===== config.mk =====
export PLATFORM = sky130hd
export DESIGN_NAME = exec_unit_mc
export DESIGN_NICKNAME = d
export VERILOG_FILES = /design/src/rtl/exec_unit_mc.sv
export SDC_FILE = /design/constraint.sdc
export NUM_CORES = 2
export LEC_CHECK = 0
export ABC_CLOCK_PERIOD_IN_PS = 10700
export BUFFER_PORTS_ARGS = -buffer_cell sky130_fd_sc_hd__buf_2
export CORE_MARGIN = 2
export CORE_UTILIZATION = 44
export DETAILED_ROUTE_END_ITERATION = 16
export GPL_ROUTABILITY_DRIVEN = 0
export PLACE_DENSITY = 0.63
export SLEW_MARGIN = 5
export SYNTH_ARGS = -nofsm -noshare
export SYNTH_HDL_FRONTEND = slang
export SYNTH_SLANG_ARGS = --single-unit

===== constraint.sdc =====
create_clock -name clk -period 10.7 [get_ports clk]
set_input_delay 2.14 -clock clk [delete_from_list [all_inputs] [get_ports clk]]
set_output_delay 2.14 -clock clk [all_outputs]
set_load 0.1 [all_outputs]

===== src/rtl/exec_unit_mc.sv =====
`default_nettype none
// ============================================================================
// Module   : exec_unit_mc (with common_pkg)
// Brief    : Multi-cycle execution unit. Single-cycle ALU ops, a pipelined
//            signed multiplier and an iterative radix-2 restoring divider,
//            holding one operation at a time behind a valid/ready handshake.
// Revision : 1.0 - initial release
// ============================================================================

package common_pkg;
  typedef enum logic [4:0] {
    ALU_AND                = 5'd0,
    ALU_OR                 = 5'd1,
    ALU_XOR                = 5'd2,
    ALU_ADD                = 5'd3,
    ALU_SUB                = 5'd4,
    ALU_SHIFT_LEFT         = 5'd5,
    ALU_SHIFT_RIGHT        = 5'd6,
    ALU_SHIFT_RIGHT_AR     = 5'd7,
    ALU_SHIFT_RIGHT_AR_IMM = 5'd8,
    ALU_LESS_THAN_SIGNED   = 5'd9,
    ALU_LESS_THAN_UNSIGNED = 5'd10,
    ALU_EQUAL              = 5'd11,
    ALU_MUL                = 5'd12,
    ALU_MULH               = 5'd13,
    ALU_DIV                = 5'd14,
    ALU_DIVU               = 5'd15,
    ALU_REM                = 5'd16,
    ALU_REMU               = 5'd17
  } alu_op_t;
endpackage

module exec_unit_mc
  import common_pkg::*;
#(
  parameter int XLEN          = 32,
  parameter int MUL_LAT       = 6,
  parameter int DIV_FAST_ZERO = 1
) (
  input  logic            clk,
  input  logic            rst,
  input  logic            flush,
  input  logic            in_valid,
  output logic            in_ready,
  input  alu_op_t         alu_op,
  input  logic [XLEN-1:0] left_operand,
  input  logic [XLEN-1:0] right_operand,
  output logic            out_valid,
  input  logic            out_ready,
  output logic [XLEN-1:0] alu_res,
  output logic            busy
);

  localparam int SHW = $clog2(XLEN);
  localparam int CW  = $clog2(XLEN + 1);
  localparam int MVW = (MUL_LAT > 1) ? MUL_LAT - 1 : 1;

  typedef enum logic [1:0] {
    IDLE = 2'd0,
    MUL  = 2'd1,
    DIV  = 2'd2,
    DONE = 2'd3
  } state_t;

  state_t state, state_next;

  logic              accept, mul_fin, div_fin;
  logic              is_mul_op, is_div_op;
  logic [XLEN-1:0]   single_res, mul_res, div_res;
  logic [SHW-1:0]    shamt;

  logic [XLEN-1:0]   mul_a, mul_b, mul_x, mul_y;
  logic              mulh_q, mul_hi_sel;
  logic [MVW-1:0]    mul_vld, mul_vld_shift, mul_vld_load;
  logic [2*XLEN-1:0] mul_x_ext, mul_y_ext, product;

  logic [XLEN-1:0]   quo, rem, dvs, dividend_q, abs_left, abs_right;
  logic [XLEN:0]     rem_shift, rem_diff;
  logic [CW-1:0]     div_cnt;
  logic              neg_q, neg_r, div_zero, rem_sel;
  logic              div_signed_in, left_neg, right_neg;

  assign is_mul_op = (alu_op == ALU_MUL) || (alu_op == ALU_MULH);
  assign is_div_op = (alu_op == ALU_DIV) || (alu_op == ALU_DIVU) ||
                     (alu_op == ALU_REM) || (alu_op == ALU_REMU);
  assign out_valid = (state == DONE);
  assign busy      = (state != IDLE);

  // State register
  always_ff @(posedge clk) begin
    if (rst) state <= IDLE;
    else     state <= state_next;
  end

  // Next state, handshake and completion strobes; flush overrides everything but rst
  always_comb begin
    state_next = state;
    in_ready   = 1'b0;
    mul_fin    = 1'b0;
    div_fin    = 1'b0;
    case (state)
      IDLE: in_ready = 1'b1;
      MUL: begin
        if (mul_vld[MVW-1]) begin
          mul_fin    = 1'b1;
          state_next = DONE;
        end
      end
      DIV: begin
        if ((div_cnt == '0) || ((DIV_FAST_ZERO == 1) && div_zero)) begin
          div_fin    = 1'b1;
          state_next = DONE;
        end
      end
      DONE: begin
        in_ready = out_ready;
        if (out_ready) state_next = IDLE;
      end
      default: state_next = IDLE;
    endcase
    if (rst || flush) in_ready = 1'b0;
    accept = in_valid && in_ready;
    if (accept) begin
      if (is_mul_op)      state_next = (MUL_LAT == 1) ? DONE : MUL;
      else if (is_div_op) state_next = DIV;
      else                state_next = DONE;
    end
    if (flush) state_next = IDLE;
  end

  // Single-cycle ALU; unlisted op codes fall through to ADD
  always_comb begin
    shamt = right_operand[SHW-1:0];
    case (alu_op)
      ALU_AND:                single_res = left_operand & right_operand;
      ALU_OR:                 single_res = left_operand | right_operand;
      ALU_XOR:                single_res = left_operand ^ right_operand;
      ALU_SUB:                single_res = left_operand - right_operand;
      ALU_SHIFT_LEFT:         single_res = left_operand << shamt;
      ALU_SHIFT_RIGHT:        single_res = left_operand >> shamt;
      ALU_SHIFT_RIGHT_AR,
      ALU_SHIFT_RIGHT_AR_IMM: single_res = $signed(left_operand) >>> shamt;
      ALU_LESS_THAN_SIGNED:   single_res = {{(XLEN-1){1'b0}},
                                            ($signed(left_operand) < $signed(right_operand))};
      ALU_LESS_THAN_UNSIGNED: single_res = {{(XLEN-1){1'b0}}, (left_operand < right_operand)};
      ALU_EQUAL:              single_res = {{(XLEN-1){1'b0}}, (left_operand == right_operand)};
      default:                single_res = left_operand + right_operand;
    endcase
  end

  // Multiplier: with MUL_LAT=1 the product comes straight from the ports
  assign mul_x      = (MUL_LAT == 1) ? left_operand : mul_a;
  assign mul_y      = (MUL_LAT == 1) ? right_operand : mul_b;
  assign mul_hi_sel = (MUL_LAT == 1) ? (alu_op == ALU_MULH) : mulh_q;
  assign mul_x_ext  = {{XLEN{mul_x[XLEN-1]}}, mul_x};
  assign mul_y_ext  = {{XLEN{mul_y[XLEN-1]}}, mul_y};
  assign product    = mul_x_ext * mul_y_ext;
  assign mul_res    = mul_hi_sel ? product[2*XLEN-1:XLEN] : product[XLEN-1:0];

  generate
    if (MVW > 1) begin : g_mul_vld_shift
      assign mul_vld_shift = {mul_vld[MVW-2:0], 1'b0};
    end else begin : g_mul_vld_single
      assign mul_vld_shift = '0;
    end
  endgenerate

  // Divider setup (sign/abs), one restoring step and final sign fixup
  always_comb begin
    mul_vld_load    = '0;
    mul_vld_load[0] = is_mul_op;
    div_signed_in   = (alu_op == ALU_DIV) || (alu_op == ALU_REM);
    left_neg        = div_signed_in && left_operand[XLEN-1];
    right_neg       = div_signed_in && right_operand[XLEN-1];
    abs_left        = left_neg ? -left_operand : left_operand;
    abs_right       = right_neg ? -right_operand : right_operand;
    rem_shift       = {rem, quo[XLEN-1]};
    rem_diff        = rem_shift - {1'b0, dvs};
    if (div_zero)     div_res = rem_sel ? dividend_q : '1;
    else if (rem_sel) div_res = neg_r ? -rem : rem;
    else              div_res = neg_q ? -quo : quo;
  end

  // Operand and divider working registers, fully reloaded on every acceptance
  always_ff @(posedge clk) begin
    if (accept) begin
      mul_a      <= left_operand;
      mul_b      <= right_operand;
      mulh_q     <= (alu_op == ALU_MULH);
      quo        <= abs_left;
      rem        <= '0;
      dvs        <= abs_right;
      neg_q      <= left_neg ^ right_neg;
      neg_r      <= left_neg;
      div_zero   <= (right_operand == '0);
      dividend_q <= left_operand;
      rem_sel    <= (alu_op == ALU_REM) || (alu_op == ALU_REMU);
    end else if ((state == DIV) && (div_cnt != '0)) begin
      quo <= {quo[XLEN-2:0], ~rem_diff[XLEN]};
      rem <= rem_diff[XLEN] ? rem_shift[XLEN-1:0] : rem_diff[XLEN-1:0];
    end
  end

  // Result register, divide counter and multiply valid pipeline
  always_ff @(posedge clk) begin
    if (rst) begin
      alu_res <= '0;
      div_cnt <= '0;
      mul_vld <= '0;
    end else begin
      mul_vld <= flush ? '0 : mul_vld_shift;
      if (accept) begin
        mul_vld <= mul_vld_load;
        div_cnt <= CW'(XLEN);
        if (is_mul_op && (MUL_LAT == 1)) alu_res <= mul_res;
        else if (!is_mul_op && !is_div_op) alu_res <= single_res;
      end else if ((state == DIV) && (div_cnt != '0)) begin
        div_cnt <= div_cnt - CW'(1);
      end
      if (mul_fin) alu_res <= mul_res;
      if (div_fin) alu_res <= div_res;
    end
  end

endmodule
`default_nettype wire


**Word-level counts from Yosys, hierarchy flattened**

Cells that the tools add are included.

- Input bits: 74
- Register bits after elaboration: 210
- Output and inout port bits: 35

- Reduce and logical (&&, ||, !) cells: 31
- Shifts and indexed selects: 3
- Bitwise logic cells: 5
- $lt $le $gt $ge: 2
- Equality and inequality tests: 23
- Mux-type cells: 32
- Add/subtract/negate cells: 8
- Multiply operators: 1

Operators with widths:

| operator | number |
|---|---|
| $mux W32 | 15 |
| $pmux W32 S10 | 1 |
| $neg A32 Y32 | 4 |
| $lt A32 B32 Y1 | 2 |
| $mul A32 B32 Y64 | 1 |
| $eq A5 B4 Y1 const B | 8 |
| $sub A33 B32 Y33 | 1 |
| $add A32 B32 Y32 | 1 |
| $and A32 B32 Y32 | 1 |
| $eq A32 B32 Y1 | 1 |
| $logic_not A32 Y1 | 1 |
| $or A32 B32 Y32 | 1 |
| $shl A32 B5 Y32 | 1 |
| $shr A32 B5 Y32 | 1 |
| $sshr A32 B5 Y32 | 1 |
| $sub A32 B32 Y32 | 1 |
| $xor A32 B32 Y32 | 1 |
| $eq A5 B3 Y1 const B | 4 |
| $mux W6 | 2 |
| $eq A5 B5 Y1 const B | 2 |
| $mux W2 | 5 |
| $logic_or A1 B1 Y1 | 8 |
| $mux W1 | 7 |
| $logic_not A6 Y1 | 1 |
| 23 further kinds | 34 |

**Logic depth before layout (Yosys ltp)**

- Depth after elaboration: 10
- Mapped depth: 29

**Least setup slack after synthesis**

No wires, ideal clock.

- Kind: input -> register
- Start: in rst
- End: reg div_cnt[1]
- Slack: 1.009 ns
- Setup time: 0.332 ns
- Arrival time: 9.359 ns
- Path buffers: 1
- Data required time: 10.368 ns
- Stages on the path: 5
- Path through: nor4_1 nand2_1 inv_1 clkbuf_1 a2111oi_0

- Longest elaborated chain between the ends: 4

Ends and longest elaborated chain:

| element | RTL line | text |
|---|---|---|
| start: declaration | 41 | `input logic rst,` |
| $logic_or A1 B1 Y1 | 121 | `if (rst \|\| flush) in_ready = 1'b0;` |
| $mux W1 | 121 |  |
| $logic_and A1 B1 Y1 | 122 | `accept = in_valid && in_ready;` |
| named net accept | 67 | `logic accept, mul_fin, div_fin;` |
| $reduce_or A2 Y1 (no source line) | n/a |  |
| end signal: assignment | 214 | `div_cnt <= CW'(XLEN);` |
| end signal: assignment | 218 | `div_cnt <= div_cnt - CW'(1);` |
| end: declaration | 79 | `logic [CW-1:0] div_cnt;` |

The timed path passes the listed nets, and every way through them passes these cells.
A chain may end at the register's enable or synchronous reset.

**Worst setup path after layout**

- Start: reg mul_b[5]
- End: reg alu_res[30]

- Longest elaborated chain between the ends: 4

Ends and longest elaborated chain:

| element | RTL line | text |
|---|---|---|
| start: declaration | 72 | `logic [XLEN-1:0] mul_a, mul_b, mul_x, mul_y;` |
| start signal: assignment | 188 | `mul_b <= right_operand;` |
| $mul A32 B32 Y64 | 157 | `assign product = mul_x_ext * mul_y_ext;` |
| $mux W32 | 158 | `assign mul_res = mul_hi_sel ? product[2*XLEN-1:XLEN] : product[XLEN-1:0];` |
| $mux W32 | 220 | `if (mul_fin) alu_res <= mul_res;` |
| $mux W32 | 221 | `if (div_fin) alu_res <= div_res;` |
| end signal: assignment | 216 | `else if (!is_mul_op && !is_div_op) alu_res <= single_res;` |
| end signal: assignment | 220 |  |
| end signal: assignment | 221 |  |
| end: declaration | 50 | `output logic [XLEN-1:0] alu_res,` |

Every way passes these cells.

==> flow_summary.ini <==
[outcome]
outcome = finished clean

[cells_and_area]
drive_above_1_share_pct = 6.03
multi_input_area_sq_mm = 0.0468
areaGrowthSynthToFinish_pct = 5.08
ff_latch_area_sq_mm = 0.00551
fillers = 12700
fin_nets = 7964

[routing]
detail_route.wl_per_cell_um = 23.7
drt_pass1_iterations = 9
vias_per_cell = 5.89
ant_nets = 0
drt_iter0_markers = 5532
drc = 0
wl_mm = 196
vias = 48700

[grt]
grt_overflow = 0
grt_pass1_wl_mm = 302
grt.total_usage_pct = 29.1
antenna_found_initial = 14
grt_max_degree = 80
grt_pass1_vias = 49200

[clocking]
root_buffer = clkbuf_16
cts_sinks = 209
cts_inserted_buffers = 25
insertion_delay_ns = 0.57
cts_tree = yes
cts_setup_buffers = 0
cts_resized = 0
cts-htree-levels = 1
clockBufferDepth = 3
holdBufCountCts = 0
clk_pin_slew_ns = 0.07

[sta]
hold_viol = 0
fin_skew_ns = 0.0299
slew_violations = 0
setup_viol = 0
min_period_ns = 9.48
max_freq_mhz = 105
worst_pin_slew_ns = 1.29
rsz0062_at_grt = no
fin_tns_setup_ns = 0
fin_crit_sh_pct = 88.6
whs_ns = 0.425
timing.slew.headroom_pct = 14.0

[critical_path]
regToRegSetupSlack_ns = 1.22
reg2reg_depth = 24
endpoint = alu_res[30]
cp.required_ns = 11.08
reg2reg_to = alu_res[30]
worstReg2RegStart = mul_b[5]
start_kind = register
arrival_ns = 9.86
endpoint_kind = register
cp_max_fo = 32
critPathLaunch = mul_b[5]
critical_path_class = register to register

[flow_run]
maxCapViolCount = 0

[yosys]
synth-edff-count = 132
ys_types = 94
post-synth-top-area-fraction_pct = 37.3
ys_top_cells_by_area = fa_1 (37%), inv_1 (7.3%), ha_1 (6.9%)
yosys.area.top_type = fa_1
ys.flop_type = edfxtp_1
syn_nets = 8121
ys_seq_elements = 209
syn_avg_cell_area_sq_um = 8.76
synthCells = 6639
yosysWarningCount = 0
yosysSeqAreaShare_pct = 9.46
async_reset_ff_share_pct = 0
netlist_area_sq_mm = 0.0582

[floorplanning]
core_region_area_sq_mm = 0.131
initial_core_util_pct = 44.3
rows = 133
die_area_sq_mm = 0.135
io_pins = 109
die_w_um = 368
die_h_um = 368

[worst_hold_path]
hold_class = register to register

[placed_design]
io_buffers = 108
dp_hpwl_mm = 158
per-stage QoR:
| stage | cells | setup WS (ns) | instance area, sq um | utilization (%) |
|---|---|---|---|---|
| 2_1_floorplan | 6639 | 1.01 | 58200 | - |
| 5_1_grt | 8258 | 0.546 | 61100 | 46.5 |
| 6_report | 8262 | 1.22 | 61100 | 46.6 |
| 3_3_place_gp | 8210 | 1.52 | 60300 | 45.9 |
| 4_1_cts | 8256 | 1.14 | 61100 | 46.5 |
| 3_5_place_dp | 8210 | 1.20 | 60300 | 45.9 |
layout make-up:
cell class / count / share of cell area [%]
diodes: 6 / 0.0246
clock buffers: 27 / 1.05
clock inverters: 19 / 0.340
inverters: 1137 / 6.99
multi-input cells: 4879 / 76.6
flip-flops and latches: 209 / 9.01
well taps: 1755 / 3.59
repair buffers: 230 / 2.39
cells in the mapped netlist, drive strengths merged, types with 10 or more instances:
master and instances:
inv 1135, fa 1085, nand2 805, and2 524, clkbuf 377, ha 323, nor2 321, a21oi 253
o21ai 243, xnor2 171, edfxtp 132, nor3 87, nand3 83, dfxtp 77, a21o 70, xor2 64
mux4 60, mux2i 54, o211ai 54, o31ai 46, a211oi 41, a221oi 39, buf 37, nor4 37
nand4 35, o21bai 35, a31oi 33, nand2b 33, o22ai 30, or3 28, a22oi 25, o221ai 24
o41ai 21, and3 19, nor2b 19, o21a 15, or4 15, a311oi 14, a221o 13, a21boi 12
o2111ai 12, a2111oi 10, o311ai 10, or2 10
sequential cells by signal, summed over array words and instances, names as in the netlist:
name and cells:
alu_res 32, div_cnt 6, div_zero 1, dividend_q 32
dvs 31, mul_b 32, mul_hi_sel 1, mul_vld 5
neg_q 1, neg_r 1, quo 32, rem 32
rem_sel 1, state 2
how the worst min path moves through the flow:
stage,startpoint,endpoint,slack (ns),depth (start not counted)
after global placement,mul_vld[0],mul_vld[1],0.41,1
after global routing,mul_vld[1],mul_vld[2],0.46,1
after detailed placement,mul_vld[3],mul_vld[4],0.42,1
final,mul_vld[1],mul_vld[2],0.43,1
after floorplan,mul_vld[0],mul_vld[1],0.41,1
after CTS,mul_vld[1],mul_vld[2],0.42,1
placed cells by master (no fill, tap or decap), types with 33 or more instances in the layout:
master    instances
a211oi_1         41
a21o_1           70
a21oi_1         250
a221oi_1         37
and2_1          524
buf_2           107
buf_4           123
dfxtp_1          77
edfxtp_1        132
fa_1           1085
ha_1            323
inv_1          1133
mux2i_1          54
mux4_2           60
nand2_1         803
nand2b_1         33
nand3_1          83
nand4_1          35
nor2_1          318
nor3_1           84
nor4_1           34
o211ai_1         54
o21ai_0         238
o21bai_1         35
o31ai_1          46
xnor2_1         171
xor2_1           64
worst max-delay path: stages (launching register included):
cell	delay [ns]
edfxtp_1	1.14
nand2_1	0.30
inv_1	0.17
fa_1	0.40
inv_1	0.24
fa_1	0.47
inv_1	0.22
fa_1	0.50
fa_1	0.86
inv_1	0.42
fa_1	0.59
inv_1	0.06
fa_1	0.55
fa_1	0.46
fa_1	0.48
ha_1	0.37
a21o_1	0.18
a21oi_1	0.25
o21bai_1	0.10
a221o_1	0.34
nor4b_1	0.46
nor3_1	0.13
or3_1	0.32
a21oi_1	0.16
o22ai_1	0.09
per-layer routing:
| metal | GRT usage [%] | share of wire [%] | routed length (um) | vias to the layer above |
|---|---|---|---|---|
| li1 | - | - | - | 20900 |
| met5 | 0 | 0.029 | 57 | - |
| met2 | 45.4 | 45 | 87500 | 2433 |
| met1 | 39.2 | 40 | 77400 | 24800 |
| met4 | 13.7 | 5.8 | 11500 | 10 |
| met3 | 5.33 | 9.9 | 19500 | 522 |
logic make-up (layout without fill, tap and decap cells):
group                    Yosys count  after routing  share of synthesized area (%)
XOR/XNOR                         235            235                           3.54
AO/OA/AOI/OAI                   1068           1068                           12.2
AND/OR/NAND/NOR                 2046           2046                           17.0
flip-flops                       209            209                           9.46
multiplexers                     122            122                           3.41
buffers and inverters           1551           1413                           10.1
adder cells (fa/ha/maj)         1408           1408                           44.3
other                              0              6                              0
Power is left out: the tool's default activity adds up to more than one toggle a clock period on the data nets, which glitch-free logic cannot reach.
